<file path="config.mk">
export PLATFORM = sky130hd
export DESIGN_NAME = serial_alu_seq
export DESIGN_NICKNAME = d
export VERILOG_FILES = /design/src/rtl/alu_pkg.sv /design/src/rtl/bitwiseblock.sv /design/src/rtl/serial_alu_seq.sv
export SDC_FILE = /design/constraint.sdc
export NUM_CORES = 1
export LEC_CHECK = 0
export CAP_MARGIN = 20
export CORE_ASPECT_RATIO = 0.9
export CORE_MARGIN = 3
export CORE_UTILIZATION = 30
export CTS_CLUSTER_SIZE = 24
export DETAILED_ROUTE_END_ITERATION = 8
export PLACE_DENSITY_LB_ADDON = 0.08
export REMOVE_ABC_BUFFERS = 1
export SETUP_SLACK_MARGIN = 0.4
export SKIP_LAST_GASP = 1
export SYNTH_ARGS = -nofsm -noshare
export SYNTH_HDL_FRONTEND = slang
export SYNTH_SLANG_ARGS = --single-unit
</file>
<file path="constraint.sdc">
create_clock -name clk -period 1.9 [get_ports clk]
set_input_delay 0.38 -clock clk [delete_from_list [all_inputs] [get_ports clk]]
set_output_delay 0.38 -clock clk [all_outputs]
set_load 0.01 [all_outputs]
</file>
<file path="src/rtl/alu_pkg.sv">
// Shared definitions for the bit-serial ALU sequencer: op codes, FSM states and
// a helper that maps an op code onto the two slice select lines.
package alu_pkg;

    typedef logic [1:0] alu_op_t;

    localparam alu_op_t ALU_OP_ADD = 2'b00;
    localparam alu_op_t ALU_OP_AND = 2'b01;
    localparam alu_op_t ALU_OP_OR  = 2'b10;
    localparam alu_op_t ALU_OP_XOR = 2'b11;

    typedef enum logic [1:0] {
        ST_IDLE = 2'd0,
        ST_RUN  = 2'd1,
        ST_DONE = 2'd2
    } alu_state_t;

    // Slice select lines are {op1, op0}; op1 is the MSB of the op code.
    function automatic logic op_hi(input alu_op_t op);
        return op[1];
    endfunction

    function automatic logic op_lo(input alu_op_t op);
        return op[0];
    endfunction

endpackage

</file>
<file path="src/rtl/bitwiseblock.sv">
// One-bit ALU slice: full adder for ADD, plain gates for AND/OR/XOR.
// Logic ops never produce a carry out.
module bitwiseblock (
    input  logic a,
    input  logic b,
    input  logic cin,
    input  logic op1,
    input  logic op0,
    output logic q,
    output logic cout
);

    always_comb begin
        q    = 1'b0;
        cout = 1'b0;
        case ({op1, op0})
            2'b00: begin
                q    = a ^ b ^ cin;
                cout = (a & b) | (a & cin) | (b & cin);
            end
            2'b01:   q = a & b;
            2'b10:   q = a | b;
            default: q = a ^ b;
        endcase
    end

endmodule

</file>
<file path="src/rtl/serial_alu_seq.sv">
// Bit-serial ALU sequencer: streams operands LSB-first through one bitwiseblock,
// assembles the result with carry and zero flags, and hands it off on valid/ready.
module serial_alu_seq
    import alu_pkg::*;
#(
    parameter  int WIDTH = 8,
    localparam int CNT_W = $clog2(WIDTH + 1)
) (
    input  logic             clk,
    input  logic             rst_n,
    input  logic             in_valid,
    output logic             in_ready,
    input  logic [1:0]       op,
    input  logic [WIDTH-1:0] a_in,
    input  logic [WIDTH-1:0] b_in,
    input  logic             cin0,
    output logic             out_valid,
    input  logic             out_ready,
    output logic [WIDTH-1:0] result,
    output logic             cout,
    output logic             zero
);

    localparam logic [CNT_W-1:0] LAST_BIT = CNT_W'(WIDTH - 1);

    alu_state_t       r_state;
    alu_op_t          r_op;
    logic [WIDTH-1:0] r_a_sh;
    logic [WIDTH-1:0] r_b_sh;
    logic [WIDTH-1:0] r_result;
    logic [CNT_W-1:0] r_count;
    logic             r_carry;
    logic             r_zacc;
    logic             r_in_ready;
    logic             r_out_valid;

    logic             w_q;
    logic             w_cout;

    bitwiseblock u_slice (
        .a    (r_a_sh[0]),
        .b    (r_b_sh[0]),
        .cin  (r_carry),
        .op1  (op_hi(r_op)),
        .op0  (op_lo(r_op)),
        .q    (w_q),
        .cout (w_cout)
    );

    always_ff @(posedge clk or negedge rst_n) begin
        if (!rst_n) begin
            r_state     <= ST_IDLE;
            r_op        <= ALU_OP_ADD;
            r_a_sh      <= '0;
            r_b_sh      <= '0;
            r_result    <= '0;
            r_count     <= '0;
            r_carry     <= 1'b0;
            r_zacc      <= 1'b0;
            r_in_ready  <= 1'b1;
            r_out_valid <= 1'b0;
        end else begin
            case (r_state)
                ST_IDLE: begin
                    if (in_valid && r_in_ready) begin
                        r_op       <= op;
                        r_a_sh     <= a_in;
                        r_b_sh     <= b_in;
                        r_carry    <= cin0;
                        r_count    <= '0;
                        r_result   <= '0;
                        r_zacc     <= 1'b1;
                        r_in_ready <= 1'b0;
                        r_state    <= ST_RUN;
                    end
                end
                ST_RUN: begin
                    // Result fills from the top so bit 0 lands at result[0] after WIDTH shifts.
                    r_a_sh   <= r_a_sh >> 1;
                    r_b_sh   <= r_b_sh >> 1;
                    r_result <= {w_q, r_result[WIDTH-1:1]};
                    r_carry  <= w_cout;
                    r_zacc   <= r_zacc & ~w_q;
                    r_count  <= r_count + CNT_W'(1);
                    if (r_count == LAST_BIT) begin
                        r_out_valid <= 1'b1;
                        r_state     <= ST_DONE;
                    end
                end
                ST_DONE: begin
                    if (out_ready) begin
                        r_out_valid <= 1'b0;
                        r_in_ready  <= 1'b1;
                        r_state     <= ST_IDLE;
                    end
                end
                default: begin
                    r_out_valid <= 1'b0;
                    r_in_ready  <= 1'b1;
                    r_state     <= ST_IDLE;
                end
            endcase
        end
    end

    assign in_ready  = r_in_ready;
    assign out_valid = r_out_valid;
    assign result    = r_result;
    assign cout      = r_carry;
    assign zero      = r_zacc;

endmodule

</file>
## Word level (Yosys, flattened, before mapping)

Index checks and enable logic that the tools add are counted.

| cells by class | value |
|---|---|
| add/subtract/negate cells | 1 |
| equality and inequality tests | 8 |
| muxes and demuxes | 24 |
| bitwise logic cells | 12 |
| reductions and logical operators | 9 |

Operators by type and width:

| cell | count |
|---|---|
| case mux 8 bit (2 select lines) | 3 |
| 2-to-1 mux 8 bit | 3 |
| case mux 1 bit (3 select lines) | 3 |
| AND reduction 3 bit | 3 |
| case mux 4 bit (2 select lines) | 1 |
| 2-to-1 mux 1 bit | 7 |
| 2-to-1 mux 2 bit | 3 |
| != test 2 bit (second input constant) | 3 |
| case mux 2 bit (3 select lines) | 1 |
| adder 4 x 1 -> 4 bit (second input constant) | 1 |
| AND 1 bit | 4 |
| equality test 2 x 1 -> 1 bit (second input constant) | 2 |
| equality test 2 bit (second input constant) | 2 |
| equality test 4 x 3 -> 1 bit (second input constant) | 1 |
| zero test 2 bit | 2 |
| 2-to-1 mux 4 bit | 1 |
| case mux 1 bit (2 select lines) | 2 |
| AND reduction 2 bit | 2 |
| NOT 1 bit | 3 |
| OR 1 bit | 3 |
| nonzero test 2 bit | 1 |
| bitwise XOR 1 bit | 2 |
| logical AND 1 bit | 1 |

| word-level totals | value |
|---|---|
| bits in registers | 36 |
| input bits | 23 |
| output and inout bits | 12 |
| logic and storage cells | 64 |

## Longest topological paths before layout

| depth | value |
|---|---|
| depth after elaboration | 6 |
| gate-level depth with buffers | 7 |
| gate-level depth less buffers | 5 |

## Cells and area by module

From an unflattened synthesis, not the netlist that was laid out.

| unflattened totals | value |
|---|---|
| cell total of the unflattened synthesis | 142 |
| area, all modules | 1619.1 um^2 |

Modules (own cells, without submodules):

| module | instances | cells an instance | area each (um^2) | sequential area each (um^2) |
|---|---|---|---|---|
| serial_alu_seq | 1 | 134 | 1532.7 | 902.1 |
| bitwiseblock | 1 | 8 | 86.3 | 0.0 |

## Least setup slack after synthesis

Ideal clock, no wire load.

| timing | value |
|---|---|
| kind | register -> register |
| start | register r_in_ready (netlist: in_ready) |
| end | register r_op[0] |
| setup time | 127 ps |
| data arrival time | 1327 ps |
| required time | 1773 ps |
| slack | 446 ps |
| stages on the path, launching flop included | 5 |
| path buffers | 2 |
| clock period less this slack | 1454 ps |
| path through | dfstp_2 > and4bb_1 > buf_4 > buf_6 > mux2_1 |

| between the ends | value |
|---|---|
| cells in the longest elaborated chain, start to end | 2 |

Ends and longest elaborated chain:

| element | RTL line | RTL |
|---|---|---|
| start: declaration | serial_alu_seq.sv:34 | `logic r_in_ready;` |
| start signal: assignment | serial_alu_seq.sv:60 | `r_in_ready <= 1'b1;` |
| start signal: assignment | serial_alu_seq.sv:73 | `r_in_ready <= 1'b0;` |
| start signal: assignment | serial_alu_seq.sv:93 | `r_in_ready <= 1'b1;` |
| logical AND 1 bit | serial_alu_seq.sv:65 | `if (in_valid && r_in_ready) begin` |
| AND reduction 2 bit (no source line) | - |  |
| end signal: assignment | serial_alu_seq.sv:66 | `r_op <= op;` |
| end: declaration | serial_alu_seq.sv:27 | `alu_op_t r_op;` |

Every way passes these cells.
A chain may end at the register's enable or synchronous reset.

## Final worst setup path

| timing | value |
|---|---|
| start | input port in_valid |
| end | register r_op[0] |

| between the ends | value |
|---|---|
| cells in the longest elaborated chain, start to end | 2 |

Ends and longest elaborated chain:

| element | RTL line | RTL |
|---|---|---|
| start: declaration | serial_alu_seq.sv:11 | `input logic in_valid,` |
| logical AND 1 bit | serial_alu_seq.sv:65 |  |
| AND reduction 2 bit (no source line) | - |  |

Every way passes these cells.

==> results.cfg <==
[floorplanning]
die_y_microns = 76.29
dieWidth_microns = 84.09
core_area_sq_um = 5075
rows = 24
die_area_sq_um = 6415
start_util = 0.3245
pin_count = 35

[timing]
setup_violations = 0
drv_slew = 0
rsz0062_at_grt = yes
skew_ps = 6.976
final.min_clock_period_ps = 1530
timing.fmax_mhz = 653.5
hold_viol_final = 0
fin_crit_sh = 0.8054
timing.hold.ws_ps = 41.11
layout_setup_ws_ps = 369.7
worstMarginPinSlew_ps = 482.3
slew_headroom = 0.6784

[synth]
synthSimpleGateAreaFrac = 0.1345
synthArstFlopShare = 1.000
ys_ff_latch = 36
ys_seq_area_frac = 0.5479
synth_top_cell_by_area = dfrtp_1
synth_top_family_by_area = compound AO/OA/AOI/OAI gates
yosys-top-cells-count = dfrtp_1, nand2_1, a21o_1, a22o_1, o21ai_1
avgSynthCellArea_sq_um = 11.13
synth_compound_area_frac = 0.1945
ys_types = 35
ys_top_cells_by_area = dfrtp_1, a22o_1, a21o_1
synthMuxAreaShare = 0.03267
syn_area_sq_um = 1647
synth.most_common_cell = dfrtp_1
yosys_warnings = 0
synthAdderAreaFrac = 0.03495
ys.flop_type = dfrtp_1
synthesis.instances = 148
synth_top_area_frac = 0.5319
synth_edf_count = 0
synth-xor-area-share = 0.005319

[finish]
final_cells = 251
nNetsFinal = 212
n_fill_cell = 486
n_antenna_cell = 0
multi_input_area_sq_um = 674.4
final_area_sq_um = 2181
drive_above_1_share = 0.1075
area_growth_pct = 32.45
regArea_sq_um = 904.6

[grt]
grt_max_degree = 29
grt_antenna_before_repair = 0
track_usage = 0.1208
grt_pass1_vias = 1304
grt_overflow = 0
grt_pass1_wl_microns = 6292

[min_path]
hold_path.class = input port to async pin

[detailed_routing]
vias = 1226
wl_per_cell_microns = 14.21
drt-initial-drc-count = 45
via_per_inst = 4.884
wl_microns = 3566
drc = 0
first_pass_iters = 4
ant_nets = 0

[place]
dpl.cell_count = 241
post-place-ws_ps = 17.04
place_congestion = 0.6841
numPortBuffers = 34
dp.final_hpwl_microns = 2357
placed_area_sq_um = 2034

[power]
p_per_area_nw_per_um2 = 1237
leakage_uw = 0.001110
peakVddDrop_v = 0.0004942

[clock_tree]
tritoncts = done
worstSkewPairLatency_ps = 280
clock_sinks = 36
clockRootBuffer = clkbuf_8
clock_path_buffers = 2
htree_levels = 2
cts.clk_slew.worst_paths_ps = 70
cts_inserted_buffers = 5

[critical_path]
path_class = input port to register
startpoint_type = input port
r2r_cells = 3
crit_path_end_kind = register
cp.required_ps = 2070
arrival_ps = 1700
worst-path-max-fanout = 7

[status]
status = finished clean

[run]
drv_cap = 0
[routing by layer]
layer / wire length [microns] / part of all wire / vias up / global-route usage
met4: 58 / 0.016 / 0 / 0.04823
li1: - / - / 590 / -
met3: 175 / 0.049 / 6 / 0.03676
met5: 0 / 0 / - / 0
met2: 1667 / 0.47 / 26 / 0.1877
met1: 1664 / 0.47 / 604 / 0.1566
[path summary, 6_finish.rpt]
check	start	end	slack [ps]
worst min register to register	r_count[3]	r_count[3]	470
max in group asynchronous	rst_n	in_ready	1330
worst max-delay path	in_valid	r_op[0]	370
worst min-delay path	rst_n	cout	40
min in group clk	r_count[3]	r_count[3]	470
worst max register to register	in_ready	r_op[0]	380
[cells in the final DEF, fill, tap and decap left out, types with 3 or more instances in the layout]
cell,Yosys,routed
nand2_1,22,22
nor2b_1,3,3
dlygate4sd2_1,0,11
nor3_1,4,4
clkdlybuf4s50_1,0,21
ha_1,3,3
dfrtp_1,35,33
nor2_1,6,6
o21ai_1,10,10
clkbuf_8,0,6
a21o_1,13,13
a22o_1,12,12
inv_1,3,3
[stage by stage]
step / setup TNS (ps) / utilization / power, uW
finish: 0 / 0.4297 / 2697
detailed placement: 0 / 0.4009 / 2193
global route: 0 / 0.4297 / 2935
CTS: 0 / 0.4204 / 2744
floorplan: -530.8 / - / 1761
global placement: 0 / 0.4009 / 2168
[critical path, stage by stage]
cell	delay (ps)
clkdlybuf4s50_1	470
and4bb_2	370
buf_8	160
mux2_1	320
[kinds of logic after synthesis]
group	after synthesis
flops	36
xor+xnor	1
buf+inv	13
compound gates	44
simple gates	45
fa+ha+maj	4
mux	5
[state kept, by name, indices dropped and copies added, names as in the netlist]
name / cells
out_valid: 1
r_b_sh: 8
zero: 1
cout: 1
r_op: 2
r_count: 4
result: 8
r_a_sh: 8
r_state: 2
in_ready: 1
[repair_timing]
item                                    4_1_cts  5_1_grt
pin swaps                                     2        2
hold buffers                                  0        0
cloned                                        0        1
gates resized for setup                      15        9
endpoints found under the setup margin       26       22
buffers inserted                              1        0
[report_power, final]
part / total [uW] / internal, uW / switching [uW] / leakage, uW
sequential: 1270 / 1050 / 216 / 0.000473
clock: 549 / 296 / 254 / 0.0000455
combinational: 880 / 451 / 428 / 0.000592
[layout make-up]
cell class,instances,share of cell area
Clock buffer,8,0.04131
Tap cell,65,0.03729
Inverter,3,0.005164
Multi-Input combinational cell,99,0.3092
Sequential cell,36,0.4148
Timing Repair Buffer,40,0.1922
(Power assumes the default switching activity.)
